`src/rtl/alu_pair_seq.sv`:
```
// alu_pair_seq: 16-bit add/subtract/compare on register pairs, done as two
// passes through an external 8-bit alu (low byte, then high byte with the
// carry chained). While busy it owns the alu's oper/a_in_lo/b_in/flags inputs.
//
// Ports:
//   clk, reset            clock, synchronous active-high reset
//   start, op             request (sampled in IDLE) and pair opcode
//                         0=addp 1=adcp 2=subp 3=sbcp 4=cmpp 5..7 illegal
//   a_hi/a_lo, b_hi/b_lo  operand pairs
//   flags_in              current processor flags
//   alu_oper_out          alu operation select
//   alu_a_lo_out          alu a_in_lo
//   alu_b_out             alu b_in
//   alu_flags_in_out      alu proc_flags_in
//   alu_out_lo            alu out_lo
//   alu_flags_out         alu proc_flags_out
//   busy, done, op_err    status (done/op_err are single-cycle pulses)
//   res_hi/res_lo         registered 16-bit result
//   flags_out             registered result flags
//
// alu_oper encoding mirrors pkg_alu: add=0, adc=1, sub=2, sbc=3.
//
// state | meaning
// IDLE  | waiting for start, alu inputs parked at add/zero
// LO    | low byte through the alu
// HI    | high byte through the alu with carry from LO
// DONE  | one-cycle done (and op_err) pulse
module alu_pair_seq #(
  parameter int INOUT_WIDTH = 8,
  parameter int FLAGS_WIDTH = 4,
  parameter int PF_SLOT_C   = 0,
  parameter int PF_SLOT_Z   = 1
) (
  input  logic                   clk,
  input  logic                   reset,
  input  logic                   start,
  input  logic [2:0]             op,
  input  logic [INOUT_WIDTH-1:0] a_hi,
  input  logic [INOUT_WIDTH-1:0] a_lo,
  input  logic [INOUT_WIDTH-1:0] b_hi,
  input  logic [INOUT_WIDTH-1:0] b_lo,
  input  logic [FLAGS_WIDTH-1:0] flags_in,
  output logic [3:0]             alu_oper_out,
  output logic [INOUT_WIDTH-1:0] alu_a_lo_out,
  output logic [INOUT_WIDTH-1:0] alu_b_out,
  output logic [FLAGS_WIDTH-1:0] alu_flags_in_out,
  input  logic [INOUT_WIDTH-1:0] alu_out_lo,
  input  logic [FLAGS_WIDTH-1:0] alu_flags_out,
  output logic                   busy,
  output logic                   done,
  output logic                   op_err,
  output logic [INOUT_WIDTH-1:0] res_hi,
  output logic [INOUT_WIDTH-1:0] res_lo,
  output logic [FLAGS_WIDTH-1:0] flags_out
);

  localparam logic [3:0] alu_op_add = 4'd0;
  localparam logic [3:0] alu_op_adc = 4'd1;
  localparam logic [3:0] alu_op_sub = 4'd2;
  localparam logic [3:0] alu_op_sbc = 4'd3;

  localparam logic [2:0] op_addp = 3'd0;
  localparam logic [2:0] op_adcp = 3'd1;
  localparam logic [2:0] op_subp = 3'd2;
  localparam logic [2:0] op_sbcp = 3'd3;
  localparam logic [2:0] op_cmpp = 3'd4;

  typedef enum logic [1:0] {S_IDLE, S_LO, S_HI, S_DONE} state_t;

  state_t                 state_q, state_d;
  logic [2:0]             op_q;
  logic [INOUT_WIDTH-1:0] a_hi_q, a_lo_q, b_hi_q, b_lo_q;
  logic [FLAGS_WIDTH-1:0] flags_q;
  logic                   err_q;
  logic [INOUT_WIDTH-1:0] lo_byte;
  logic                   lo_c, lo_z;
  logic [FLAGS_WIDTH-1:0] hi_flags_in;
  logic [FLAGS_WIDTH-1:0] res_flags;
  logic                   op_legal;
  logic                   hi_zero;
  logic                   unused_alu_flags;

  assign op_legal = (op <= op_cmpp);
  assign hi_zero  = (alu_out_lo == '0);
  // Only the carry comes back from the alu; its other flag outputs are ignored.
  assign unused_alu_flags = ^alu_flags_out;

  always_ff @(posedge clk) begin
    if (reset) state_q <= S_IDLE;
    else       state_q <= state_d;
  end

  always_comb begin
    state_d = state_q;
    case (state_q)
      S_IDLE: if (start) state_d = op_legal ? S_LO : S_DONE;
      S_LO:   state_d = S_HI;
      S_HI:   state_d = S_DONE;
      S_DONE: state_d = S_IDLE;
      default: state_d = S_IDLE;
    endcase
  end

  always_comb begin
    hi_flags_in            = flags_q;
    hi_flags_in[PF_SLOT_C] = lo_c;
    res_flags              = flags_q;
    res_flags[PF_SLOT_C]   = alu_flags_out[PF_SLOT_C];
    res_flags[PF_SLOT_Z]   = lo_z & hi_zero;
  end

  always_comb begin
    alu_oper_out     = alu_op_add;
    alu_a_lo_out     = '0;
    alu_b_out        = '0;
    alu_flags_in_out = '0;
    busy             = 1'b0;
    done             = 1'b0;
    op_err           = 1'b0;
    case (state_q)
      S_LO: begin
        busy             = 1'b1;
        alu_a_lo_out     = a_lo_q;
        alu_b_out        = b_lo_q;
        alu_flags_in_out = flags_q;
        case (op_q)
          op_adcp: alu_oper_out = alu_op_adc;
          op_subp: alu_oper_out = alu_op_sub;
          op_sbcp: alu_oper_out = alu_op_sbc;
          op_cmpp: alu_oper_out = alu_op_sub;
          default: alu_oper_out = alu_op_add;
        endcase
      end
      S_HI: begin
        busy             = 1'b1;
        alu_a_lo_out     = a_hi_q;
        alu_b_out        = b_hi_q;
        alu_flags_in_out = hi_flags_in;
        alu_oper_out     = (op_q == op_addp || op_q == op_adcp) ? alu_op_adc : alu_op_sbc;
      end
      S_DONE: begin
        busy   = 1'b1;
        done   = 1'b1;
        op_err = err_q;
      end
      default: ;
    endcase
  end

  always_ff @(posedge clk) begin
    if (reset) begin
      op_q      <= '0;
      a_hi_q    <= '0;
      a_lo_q    <= '0;
      b_hi_q    <= '0;
      b_lo_q    <= '0;
      flags_q   <= '0;
      err_q     <= 1'b0;
      lo_byte   <= '0;
      lo_c      <= 1'b0;
      lo_z      <= 1'b0;
      res_hi    <= '0;
      res_lo    <= '0;
      flags_out <= '0;
    end else begin
      case (state_q)
        S_IDLE: begin
          if (start) begin
            op_q    <= op;
            a_hi_q  <= a_hi;
            a_lo_q  <= a_lo;
            b_hi_q  <= b_hi;
            b_lo_q  <= b_lo;
            flags_q <= flags_in;
            err_q   <= !op_legal;
            // Illegal ops skip the alu entirely; flags are reported unchanged.
            if (!op_legal) flags_out <= flags_in;
          end
        end
        S_LO: begin
          lo_byte <= alu_out_lo;
          lo_c    <= alu_flags_out[PF_SLOT_C];
          lo_z    <= hi_zero;
        end
        S_HI: begin
          if (op_q != op_cmpp) begin
            res_hi <= alu_out_lo;
            res_lo <= lo_byte;
          end
          flags_out <= res_flags;
        end
        default: ;
      endcase
    end
  end

endmodule

```
`config.mk`:
```
export PLATFORM = sky130hd
export DESIGN_NAME = alu_pair_seq
export DESIGN_NICKNAME = d
export VERILOG_FILES = /design/src/rtl/alu_pair_seq.sv
export SDC_FILE = /design/constraint.sdc
export NUM_CORES = 1
export LEC_CHECK = 0
export CAP_MARGIN = 0
export CORE_MARGIN = 3
export CORE_UTILIZATION = 50
export DETAILED_ROUTE_END_ITERATION = 6
export PLACE_DENSITY = 0.87
export SYNTH_ARGS = -nofsm -noshare
export SYNTH_HDL_FRONTEND = slang
export SYNTH_SLANG_ARGS = --single-unit
```
`constraint.sdc`:
```
create_clock -name clk -period 2.68 [get_ports clk]
set_input_delay 0.67 -clock clk [delete_from_list [all_inputs] [get_ports clk]]
set_output_delay 0.67 -clock clk [all_outputs]
set_load 0.005 [all_outputs]
```
==> results.yml, run 1 <==
outcome:
  outcome: "complete, no violations"
sta:
  slew_headroom_pct: 50.3
  timing.final.crit_share_pct: 97.7
  setup_viol: 0
  min_period_ns: 2.62
  rsz0062_at_grt: "no"
  drv_slew: 0
  max_freq_ghz: 0.382
  tns_ns: 0
  tightest_slew_ns: 0.746
  hold_viol_final: 0
  finClkSkew_ns: 0.0131
cts:
  h-tree-depth: 3
  holdBufCountCts: 0
  clockRootBuffer: "clkbuf_8"
  cts.sinks: 72
  numCtsBuffers: 9
  clkLatencyLatePin_ns: 0.36
  cts_setup_buffers: 0
  clk_pin_slew_ns: 0.07
  cts_buffer_depth: 2
  cts_tree: "done"
power:
  ir_drop_mv: 0.490
  p_leak_nw: 1.57
  intPower_mw: 2.37
  swShare_pct: 33.5
  power_frac_seq_pct: 37.6
  p_comb_share_pct: 35.8
  p_switching_mw: 1.20
  p_clk_share_pct: 26.5
  pwr_density_cell_nw_per_um2: 797
global_routing:
  grtUsageMet3_pct: 5.48
  use_met2_pct: 39.1
  grt_pass1_vias: 2925
  use_met1_pct: 29.6
  grt_pass1_wl_um: 13900
  grt_max_degree: 40
  antenna_found_initial: 0
  gr-total-overflow: 0
  grt_busiest_layer: "met2"
  grtUsageTotal_pct: 23.8
worst_setup_path:
  critPathMaxStageDelay_ns: 0.46
  crit_family: "buffers and inverters"
  crit_path_top_delay_cell: "clkdlybuf4s50_1"
  start_kind: "register"
  worstPathArrival_ns: 1.95
  crit_path_max_fanout: 14
  r2r-end: "flags_out[1]"
  path_cells: "inv_4, ha_4, buf_12, o21a_1, and2_1, clkdlybuf4s50_1"
  critPathCaptureType: "primary output"
  path_class: "reg2out"
  r2r_cells: 6
  rrSetupSlack_ns: 1.12
  rr_startpoint: "state_q[0]"
  required_ns: 2.01
  crit_buf_inv: 3
synthesis:
  synth_fa_ha_area_share_pct: 1.96
  synthMuxAreaShare_pct: 3.77
  synth_top_family_by_area: "simple AND/OR/NAND/NOR gates"
  synth_area_um2: 3180
  synth_seq_area_share_pct: 45.3
  synth-compound-area-share_pct: 21.1
  synth_xor_area_share_pct: 0
  avgSynthCellArea_um2: 8.38
  synthSimpleGateAreaFrac_pct: 22.0
  ys_types: 38
  ys_ff_latch: 72
  yosysWarnings: 0
  syn-instance-count: 380
place:
  port_buffers: 95
  hpwlAfterDp_um: 5860
  dp_cells: 534
  place.gp.congestion: 0.836
drt:
  drt-wirelength-per-cell_um: 15.6
  first_pass_iters: 5
  ant_nets: 0
  via_per_inst: 5.46
  vias: 3002
  drc: 0
  drt_wl_total_um: 8590
  drt-initial-drc-count: 176
flow_run:
  maxCapViolCount: 0
min_path:
  min_from: "a_hi_q[2]"
  hold_depth: 2
  worstHoldPathType: "reg2reg"
  holdPathEnd: "a_hi_q[2]"
floorplanning:
  coreArea_um2: 6060
  die_w_um: 85.8
  dieArea_um2: 7360
  num_rows: 28
  io_pins: 101
  die_h_um: 85.8
  initial_utilization_pct: 52.5
layout:
  stdcell_count: 550
  antenna_cells: 0
  final_cell_mix: "94 x clkdlybuf4s50_1, 81 x nand2_1, 70 x dfxtp_1"
  syn_to_final_growth_pct: 40.6
  fin_nets: 529
  nFillCells: 444
  layout-drive-gt1-share_pct: 13.9
  mostFrequentLayoutCell: "clkdlybuf4s50_1"
## power groups by stage
| stage | clock, mW | combinational, mW | sequential, mW |
|---|---|---|---|
| finish | 0.948 | 1.28 | 1.34 |
| global placement | 0 | 1.15 | 1.34 |
| detailed placement | 0 | 1.18 | 1.35 |
| CTS | 0.952 | 1.26 | 1.33 |
| global route | 1.00 | 1.38 | 1.36 |
| floorplan | 0 | 0.732 | 1.33 |
## how the worst max path moves through the flow
stage          cells past startpoint                  end       start  slack (ns)
5_1_grt                            5         alu_b_out[7]  state_q[1]       0.002
2_1_floorplan                      5  alu_flags_in_out[1]  state_q[0]        0.80
4_1_cts                            6  alu_flags_in_out[3]  state_q[1]       0.005
3_5_place_dp                       5      alu_a_lo_out[6]  state_q[0]        0.17
3_3_place_gp                       5         alu_b_out[4]  state_q[0]        0.25
6_report                           6  alu_flags_in_out[3]  state_q[0]        0.06
## worst min-delay path, cell delays in order, from the launching register on
cell	delay, ns
dfxtp_1	0.31
nand2_1	0.05
a21oi_1	0.05
## synth_stat cells
master    count  area [um^2]
a211oi_1      1         7.51
a21boi_0      2         15.0
a21oi_1      50          250
a21oi_2      10         87.6
a22oi_1      17          128
a311oi_1      1         8.76
a31oi_1       1         6.26
and2_1        5         31.3
buf_1         1         3.75
buf_2         9         45.0
buf_4         5         37.5
buf_6         2         22.5
clkbuf_1     14         52.6
clkbuf_2      1         5.00
conb_1        1         3.75
dfxtp_1      72         1440
ha_1          5         62.6
inv_1         4         15.0
inv_2         1         3.75
mux2i_1      12          120
nand2_1      81          304
nand2b_1      3         18.8
nand3_1       7         35.0
nand3_2      10          100
nand4_1       1         6.26
nor2_1       14         52.6
nor2b_1      18          113
nor3b_2       1         12.5
nor4_1        2         12.5
o2111a_1      1         11.3
o211ai_1      2         15.0
o21a_1        2         15.0
o21ai_0       7         35.0
o21ai_1      10         50.1
o221a_2       1         11.3
o31ai_1       4         30.0
or2_1         1         6.26
or3b_1        1         8.76
## metal layers
metal | wire length [um] | up-vias
met5 | 0 | -
met4 | 260 | 0
met3 | 568 | 23
met2 | 4150 | 109
met1 | 3610 | 1394
li1 | - | 1476
## registers in the layout, indices dropped and copies added, names as in the netlist
register and count:
op_q 3, lo_z 1, a_hi_q 8, err_q 1, a_lo_q 8, lo_c 1, flags_q 4, res_lo 8
b_lo_q 8, res_hi 8, flags_out 4, state_q 2, lo_byte 8, b_hi_q 8
## timing repair
action	4_1_cts	5_1_grt
pin swaps	0	1
endpoints found under the setup margin	19	19
endpoints found under the hold margin	0	0
gates resized for setup	13	10
## cells by family (layout without fill, tap and decap cells)
group	after synthesis	in the layout
other	1	2
adder cells (fa/ha/maj)	5	5
buffers and inverters	37	131
AND/OR/NAND/NOR	144	144
flip-flops	72	72
multiplexers	12	12
AO/OA/AOI/OAI	109	109
## final cells by class
type	instances	area (um^2)	share of cell area [%]
Tap cell	75	93.8	2.10
Clock inverter	7	96.3	2.15
Timing Repair Buffer	110	1080	24.2
Sequential cell	72	1450	32.4
Clock buffer	9	124	2.77
Inverter	5	23.8	0.531
Multi-Input combinational cell	272	1610	35.9
## per-stage QoR
step	total power, mW	instance area, um^2	hold WS, ns	setup WS [ns]	util (%)
finish	3.57	4480	0.456	0.0622	73.9
global route	3.75	4480	0.473	0.00197	73.9
CTS	3.54	4450	0.457	0.00532	73.4
detailed placement	2.53	4180	0.446	0.169	68.9
global placement	2.49	4180	0.441	0.254	68.9
floorplan	2.06	3190	0.432	0.795	-
(Power assumes the default switching activity.)
==> run 2, diff against run 1 <==
Settings changed: CTS_BUF_LIST from default to sky130_fd_sc_hd__clkbuf_8.
Clock period 2.68 ns to 3.1 ns, I/O delays scaled along.
==> run 2 against run 1 <==
Clock skew shrank 0.0081 ns; combinational power shrank 17%; first-iteration DRC count shrank 3.4%; sequential share of layout area grew 0.92 points; clock power shrank 37%; hold slack is essentially flat; count of clock-buffer cells in the layout is the same; critical path depth is the same; global-route usage shrank 0.42 points; highest routed layer unchanged.
==> results.yml, run 2 (synthesis gave the netlist of run 1 again) <==
sta:
  timing.final.crit_share_pct: 95.8
  setup_viol: 0
  slew_headroom_pct: 33.5
  min_period_ns: 2.97
  rsz0062_at_grt: "no"
  drv_slew: 0
  tightest_slew_ns: 0.993
  finClkSkew_ns: 0.00497
  tns_ns: 0
  setup_slack_ns: 0.130
  max_freq_ghz: 0.337
  hold_viol_final: 0
place:
  port_buffers: 95
  hpwlAfterDp_um: 5970
  place.gp.congestion: 0.785
  place_ws_ns: 0.427
  dp_cells: 531
drt:
  via_per_inst: 5.47
  drt-initial-drc-count: 170
  first_pass_iters: 4
  ant_nets: 0
  vias: 2978
  drt_wl_total_um: 8550
  drt-wirelength-per-cell_um: 15.7
  drc: 0
layout:
  final_cell_mix: "94 x clkdlybuf4s50_1, 81 x nand2_1, 72 x dfxtp_1"
  mostFrequentLayoutCell: "clkdlybuf4s50_1"
  syn_to_final_growth_pct: 36.0
  fin_nets: 526
  stdcell_count: 544
  antenna_cells: 0
  layout-drive-gt1-share_pct: 10.2
outcome:
  outcome: "complete, no violations"
worst_setup_path:
  cp-startpoint: "state_q[0]"
  crit_path_max_fanout: 16
  required_ns: 2.32
  critPathCaptureType: "primary output"
  rr_startpoint: "state_q[0]"
  path_class: "reg2out"
  worstPathArrival_ns: 2.19
  start_kind: "register"
cts:
  holdBufCountCts: 0
  clockRootBuffer: "clkbuf_8"
  clkLatencyLatePin_ns: 0.35
  numCtsBuffers: 9
  cts_resized: 0
  clk_pin_slew_ns: 0.07
  cts_tree: "done"
  cts_setup_buffers: 0
  h-tree-depth: 3
  cts.sinks: 72
  cts_buffer_depth: 2
min_path:
  min_from: "b_hi_q[0]"
  worstHoldPathType: "reg2reg"
global_routing:
  use_met1_pct: 28.9
  gr-total-overflow: 0
  antenna_found_initial: 0
  grtUsageTotal_pct: 23.4
  grt_pass1_wl_um: 13800
  grt_pass1_vias: 2968
  grt_max_degree: 38
  grt_busiest_layer: "met2"
  grtUsageMet3_pct: 5.48
  use_met2_pct: 38.9
floorplanning:
  dieArea_um2: 7360
  die_h_um: 85.8
  die_w_um: 85.8
  num_rows: 28
  io_pins: 101
  coreArea_um2: 6060
  initial_utilization_pct: 52.5
flow_run:
  maxCapViolCount: 0
power:
  pwr_density_cell_nw_per_um2: 647
  p_leak_nw: 1.52
  ir_drop_mv: 0.400
-- run 2: power by group --
part | total, mW | switching (mW) | internal [mW] | leakage, nW
Combinational | 1.06 | 0.570 | 0.493 | 0.849
Sequential | 1.15 | 0.0811 | 1.06 | 0.588
Clock | 0.595 | 0.326 | 0.268 | 0.0808
-- run 2: final cells by class --
class | count | area [um^2]
clock inverters | 4 | 18.8
fillers | 474 | 1730
clock buffers | 9 | 124
multi-input cells | 272 | 1590
well taps | 75 | 93.8
repair buffers | 107 | 1050
flip-flops and latches | 72 | 1440
inverters | 5 | 18.8
-- run 2: path summary, 6_finish.rpt --
check,endpoint,slack [ns],cells past startpoint
worst max-delay path,alu_a_lo_out[2],0.13,6
worst min register to register,b_hi_q[0],0.46,2
worst min-delay path,b_hi_q[0],0.46,2
worst max register to register,flags_out[3],1.31,6
-- run 2: metal layers --
layer	up-vias	wire length, um
met4	0	191
met3	14	501
met1	1415	3570
met2	91	4290
met5	-	0
li1	1458	-
-- run 2: per-stage QoR --
| step | hold WS (ns) | cell area, um^2 | power, mW | utilization [%] |
|---|---|---|---|---|
| detailed placement | 0.446 | 4170 | 2.19 | 68.7 |
| floorplan | 0.432 | 3190 | 1.78 | - |
| finish | 0.456 | 4330 | 2.80 | 71.5 |
| global route | 0.481 | 4330 | 2.95 | 71.5 |
| global placement | 0.442 | 4170 | 2.16 | 68.7 |
| CTS | 0.456 | 4310 | 2.77 | 71.1 |
-- run 2: worst max-delay path, stage by stage, from the launching register on --
cell             delay (ns)
dfxtp_1                0.34
inv_1                  0.20
ha_4                   0.32
buf_4                  0.22
a22oi_1                0.08
nor2b_1                0.16
clkdlybuf4s50_1        0.52
